$ cat src/rtl/pingpong_pkg.sv
// Shared types and constants for the ping-pong frame buffer sequencer.
package pingpong_pkg;

    typedef enum logic [1:0] {
        EMPTY    = 2'b00,
        FILLING  = 2'b01,
        FULL     = 2'b10,
        DRAINING = 2'b11
    } bank_state_t;

    localparam logic BANK0 = 1'b0;
    localparam logic BANK1 = 1'b1;

    localparam int DEPTH_DEFAULT = 16;

endpackage

$ cat src/rtl/pingpong_bank_fsm.sv
// Per-bank occupancy FSM: EMPTY -> FILLING -> FULL -> DRAINING -> EMPTY.
module pingpong_bank_fsm
    import pingpong_pkg::*;
(
    input  logic       clk,
    input  logic       reset,
    input  logic       fill_word,
    input  logic       fill_last,
    input  logic       drain_start,
    input  logic       drain_done,
    output logic [1:0] state
);

    bank_state_t state_q;
    bank_state_t state_d;

    always_ff @(posedge clk) begin
        if (reset) state_q <= EMPTY;
        else       state_q <= state_d;
    end

    always_comb begin
        state_d = state_q;
        unique case (state_q)
            EMPTY:    if (fill_word)              state_d = FILLING;
            FILLING:  if (fill_word && fill_last) state_d = FULL;
            FULL:     if (drain_start)            state_d = DRAINING;
            DRAINING: if (drain_done)             state_d = EMPTY;
            default:                              state_d = EMPTY;
        endcase
    end

    assign state = state_q;

endmodule

$ cat src/rtl/pingpong_buffer_ctrl.sv
// Two-bank ping-pong frame buffer sequencer with stream handshakes on both sides.
// Optional PINGPONG_STATS_EN adds frame and stall counters.
module pingpong_buffer_ctrl
    import pingpong_pkg::*;
#(
    parameter int DEPTH  = DEPTH_DEFAULT,
    parameter int ADDR_W = $clog2(DEPTH)
) (
    input  logic              clk,
    input  logic              reset,
    input  logic              in_valid,
    output logic              in_ready,
    output logic              wr_en,
    output logic              wr_bank,
    output logic [ADDR_W-1:0] wr_addr,
    output logic              rd_en,
    output logic              rd_bank,
    output logic [ADDR_W-1:0] rd_addr,
    output logic              out_valid,
    input  logic              out_ready,
    output logic              out_last,
    output logic [3:0]        bank_state
`ifdef PINGPONG_STATS_EN
    ,
    output logic [15:0]       frames_in,
    output logic [15:0]       frames_out,
    output logic [15:0]       stall_cycles
`endif
);

    localparam logic [ADDR_W-1:0] LAST_ADDR = ADDR_W'(DEPTH - 1);

    logic [1:0] state0;
    logic [1:0] state1;
    logic [1:0] wr_state;
    logic [1:0] rd_state;
    logic       wr_last;
    logic       rd_issued_all;
    logic       last_q;
    logic       rd_done;

    assign wr_state = (wr_bank == BANK1) ? state1 : state0;
    assign rd_state = (rd_bank == BANK1) ? state1 : state0;

    assign in_ready = !reset && (wr_state == EMPTY || wr_state == FILLING);
    assign wr_en    = in_valid && in_ready;
    assign wr_last  = (wr_addr == LAST_ADDR);

    // rd_issued_all stops issuing once the whole frame has been read, while the
    // bank stays selected until its last word is taken downstream.
    assign rd_en    = !reset && (rd_state == FULL || rd_state == DRAINING)
                      && !rd_issued_all && (!out_valid || out_ready);
    assign out_last = out_valid && last_q;
    assign rd_done  = out_valid && out_ready && out_last;

    pingpong_bank_fsm u_bank0 (
        .clk         (clk),
        .reset       (reset),
        .fill_word   (wr_en && wr_bank == BANK0),
        .fill_last   (wr_last),
        .drain_start (rd_en && rd_bank == BANK0),
        .drain_done  (rd_done && rd_bank == BANK0),
        .state       (state0)
    );

    pingpong_bank_fsm u_bank1 (
        .clk         (clk),
        .reset       (reset),
        .fill_word   (wr_en && wr_bank == BANK1),
        .fill_last   (wr_last),
        .drain_start (rd_en && rd_bank == BANK1),
        .drain_done  (rd_done && rd_bank == BANK1),
        .state       (state1)
    );

    assign bank_state = {state1, state0};

    always_ff @(posedge clk) begin
        if (reset) begin
            wr_bank       <= BANK0;
            wr_addr       <= '0;
            rd_bank       <= BANK0;
            rd_addr       <= '0;
            rd_issued_all <= 1'b0;
            out_valid     <= 1'b0;
            last_q        <= 1'b0;
        end else begin
            if (wr_en) begin
                if (wr_last) begin
                    wr_addr <= '0;
                    wr_bank <= ~wr_bank;
                end else begin
                    wr_addr <= wr_addr + 1'b1;
                end
            end
            if (rd_en) begin
                last_q  <= (rd_addr == LAST_ADDR);
                rd_addr <= (rd_addr == LAST_ADDR) ? '0 : rd_addr + 1'b1;
                if (rd_addr == LAST_ADDR) rd_issued_all <= 1'b1;
            end
            out_valid <= rd_en || (out_valid && !out_ready);
            if (rd_done) begin
                rd_bank       <= ~rd_bank;
                rd_issued_all <= 1'b0;
            end
        end
    end

`ifdef PINGPONG_STATS_EN
    always_ff @(posedge clk) begin
        if (reset) begin
            frames_in    <= '0;
            frames_out   <= '0;
            stall_cycles <= '0;
        end else begin
            if (wr_en && wr_last) frames_in <= frames_in + 1'b1;
            if (rd_done)          frames_out <= frames_out + 1'b1;
            if (in_valid && !in_ready && stall_cycles != '1)
                stall_cycles <= stall_cycles + 1'b1;
        end
    end
`endif

endmodule
$ cat config.mk
export PLATFORM = sky130hd
export DESIGN_NAME = pingpong_buffer_ctrl
export DESIGN_NICKNAME = d
export VERILOG_FILES = /design/src/rtl/pingpong_pkg.sv /design/src/rtl/pingpong_bank_fsm.sv /design/src/rtl/pingpong_buffer_ctrl.sv
export SDC_FILE = /design/constraint.sdc
export NUM_CORES = 1
export LEC_CHECK = 0
export ABC_CLOCK_PERIOD_IN_PS = 2500
export CORE_MARGIN = 2
export CORE_UTILIZATION = 51
export CTS_BUF_LIST = sky130_fd_sc_hd__clkbuf_4 sky130_fd_sc_hd__clkbuf_8
export DETAILED_ROUTE_END_ITERATION = 6
export PLACE_DENSITY_LB_ADDON = 0.15
export SYNTH_ARGS = -nofsm -noshare
export SYNTH_HDL_FRONTEND = slang
export SYNTH_SLANG_ARGS = --single-unit
$ cat constraint.sdc
create_clock -name clk -period 2.5 [get_ports clk]
set_input_delay 0.25 -clock clk [delete_from_list [all_inputs] [get_ports clk]]
set_output_delay 0.25 -clock clk [all_outputs]
set_load 0.005 [all_outputs]
==> results.txt <==
----------------------------------------------------
[Status]
  Result of the run ... finished clean

[Setup path]
  Slowest cell on the critical path ... sky130_fd_sc_hd__clkdlybuf4s50_1
  CP endpoint ... rd_en
  Maximum fanout along the worst path ... 6
  Stages on worst setup path ... 4
  Type of the setup path with the least slack ... flop to primary output
  Crit path required time ... 2.25 ns
  Reg2reg path depth ... 5
  Destination of the worst register-to-register timing path ... u_bank1.state[0]$_SDFFE_PP0P_
  WP data arrival ... 2.07 ns
  Endpoint kind of the worst setup timing path ... primary output
  Crit Reg-Reg Startpoint ... rd_bank$_SDFFE_PP0N_
  Cell chain of the critical path ... mux2i_1 > or4_1 > inv_1 > clkdlybuf4s50_1
  Highest cell delay on the worst timing path ... 0.53 ns
  Setup slack on the worst flop-to-flop path ... 0.55 ns
  Worst path top cell family by delay ... buffers and inverters
  Worst path bufs/invs ... 2
  Element type at the critical path start ... flop
  Start point of the critical path ... rd_bank$_SDFFE_PP0N_

[Routing]
  First-iteration detailed-routing DRC count ... 14
  Wire per inst ... 12.4 um
  Average vias per placed instance ... 5.46
  Routed vias ... 934
  Pre-Repair DR Iteration Count ... 3
  Total routed wirelength ... 2.11 mm
  DRC violations left ... 0
  Number of nets with antenna violations after detailed routing ... 0

[STA]
  Worst clock skew ... 0.00112 ns
  Final critical-path required period ... 2.32 ns
  Number of slew-limit violations in the final report ... 0
  Setup repair after global routing missed its margin ... false
  Tightest hold margin ... 0.496 ns
  Setup tns final ... 0 ns
  Max Fclk ... 431 MHz
  Number of failing setup endpoints in the final timing report ... 0
  Final count of hold timing violations ... 0
  Share of the clock period used by the worst path ... 92.8%
  Worst slew pin tran ... 0.519 ns
  Relative slew slack ... 64.9%
  Final setup slack of the worst path ... 0.179 ns

[Layout]
  Fin util ... 68.6%
  Post-layout instance count excluding filler cells ... 171
  Post-layout instance area ... 0.00132 sq mm
  Synthesis-to-layout area growth ... 28.9%
  N_diodes ... 0
  Number of nets in the layout ... 161
  Fraction of final layout cells with drive strength greater than 1 ... 6.94%

[Power]
  IR Drop Worst-Case VDD ... 433 uV
  Leakage ... 0.483 nW
  Overall power after layout ... 0.883 mW
  Total power divided by cell area ... 670 mW/mm^2

[Synth]
  Mapped Area ... 0.00102 sq mm
  Total nets after synthesis ... 136
  Proportion of synthesized flip-flops having asynchronous set or reset ... 0%
  Cell variety after synth ... 36
  Post-synth EDFFs ... 0
  Post-synthesis cell count ... 120
  Most frequent cells after synthesis ... sky130_fd_sc_hd__dfxtp_1, sky130_fd_sc_hd__nand2_1, sky130_fd_sc_hd__ha_1
  Portion of synthesized cell area occupied by the leading cell type ... 33.3%
  Most common cell in the synthesized netlist ... sky130_fd_sc_hd__dfxtp_1
  Total of warnings raised by yosys ... 0
  Sequential cell area fraction in the yosys report ... 33.3%
  Average size of a mapped cell ... 8.52 sq um
  Dominant cell type by area after synthesis ... sky130_fd_sc_hd__dfxtp_1
  Seq cells post-synth ... 17
  Post-synth top flop ... sky130_fd_sc_hd__dfxtp_1
  Most area-consuming cells after synthesis ... sky130_fd_sc_hd__dfxtp_1, sky130_fd_sc_hd__ha_1, sky130_fd_sc_hd__a21oi_1, sky130_fd_sc_hd__nand2_1, sky130_fd_sc_hd__mux2i_1

[GRT]
  Wire length of the first global-routing pass ... 3.70 mm
  GR Util All Layers ... 19.3%
  Global route total overflow ... 0
  Maximum number of pins on one net before global-route repair ... 27
  Initial antenna violation count ... 0
  Number of global-route vias before repair ... 870

[CTS]
  Clock edge transition at the registers on the reported setup and hold paths ... 0.10 ns
  Clock sinks ... 17
  Total clock buffers created by CTS ... 3
  Cts repair resizes ... 0
  Cell chosen for the clock root ... sky130_fd_sc_hd__clkbuf_4
  Number of hold-repair buffers added at the cts stage ... 0
  Number of levels the H-tree was split into ... 1
  CTS tree ... built
  Largest buffer count on any clock path ... 2
  Clock latency on the worst-skew pair ... 0.29 ns
  Post-CTS setup buffer count ... 0

[Placed design]
  Total half-perimeter wirelength after legalization and detailed placement ... 1.61 mm
  Placed Cells ... 167
  Pre-CTS worst setup slack ... 0.252 ns
  Placer Congestion ... 0.767
  IO Port Bufs ... 22
  Dpl cell area ... 0.00129 sq mm

[Die]
  Cell Rows ... 16
  Number of placed I/O pins ... 23
  Die width ... 48.8 um
  Die height ... 48.8 um
  Area of the die ... 0.00238 sq mm
  Floorplan Core Area ... 0.00192 sq mm
  Initial Util ... 53.2%

[Run]
  Number of violations of the max-capacitance limit ... 0

[Hold path]
  Type of the most critical hold path ... flop to flop

----------------------------------------------------
[kinds of logic after synthesis]
family,synth area share (%)
flip-flops,33.3
AND/OR/NAND/NOR,25.6
AO/OA/AOI/OAI,17.6
multiplexers,2.94
buffers and inverters,4.16
XOR/XNOR,1.71
adder cells (fa/ha/maj),14.7
[worst reg2reg max path: cells and delay by family (launching register included)]
family | cells | cell delay [ns]
mux | 1 | 0.14
buf+inv | 1 | 0.18
flops | 1 | 0.45
simple gates | 1 | 0.51
compound gates | 2 | 0.60
[state kept, by name, indices dropped and copies added (netlist names)]
signal,cells
u_bank0.state,2
rd_addr,4
last_q,1
wr_addr,4
u_bank1.state,2
out_valid,1
wr_bank,1
rd_issued_all,1
rd_bank,1
[placed cells by master (no fill, tap or decap), drive strengths merged, types with 2 or more instances in the layout]
cell type and n:
inv 7, or3 3, o41ai 2, o21ai 2, nand4 2, nand2b 4, clkdlybuf4s50 22, clkbuf 3
nand2 13, a31oi 2, nor2b 4, dfxtp 17, buf 2, nor2 8, a211oi 3, ha 12
nand3 5, mux2i 3, and3 2, a21oi 10
[cell type report]
class / count / area (sq um)
clock inverters: 1 / 5.00
multi-input cells: 92 / 639
fillers: 167 / 604
well taps: 27 / 33.8
flip-flops and latches: 17 / 343
repair buffers: 24 / 248
clock buffers: 3 / 22.5
inverters: 7 / 26.3
[power by group]
group / switching [mW] / internal [mW] / leakage (nW)
Combinational: 0.173 / 0.200 / 0.327
Sequential: 0.0525 / 0.308 / 0.139
Clock: 0.0896 / 0.0595 / 0.0177
[per-layer routing]
| layer | global-route usage (%) | up-vias | wire (um) |
|---|---|---|---|
| met2 | 36.3 | 14 | 1070 |
| met1 | 22.3 | 437 | 961 |
| li1 | - | 481 | - |
| met4 | 5.71 | 0 | 13 |
| met3 | 2.76 | 2 | 67 |
| met5 | 0 | - | 0 |
[worst min path at each step]
stage | cells after the start | slack (ns) | startpoint | end
after floorplan | 1 | 0.36 | out_ready | rd_issued_all$_SDFFE_PP0P_
after global placement | 2 | 0.47 | last_q$_SDFFE_PP0N_ | last_q$_SDFFE_PP0N_
after CTS | 2 | 0.50 | last_q$_SDFFE_PP0N_ | last_q$_SDFFE_PP0N_
final | 2 | 0.50 | last_q$_SDFFE_PP0N_ | last_q$_SDFFE_PP0N_
after global routing | 2 | 0.53 | last_q$_SDFFE_PP0N_ | last_q$_SDFFE_PP0N_
after detailed placement | 2 | 0.49 | last_q$_SDFFE_PP0N_ | last_q$_SDFFE_PP0N_
No activity file was read; power rests on OpenSTA's default activity.
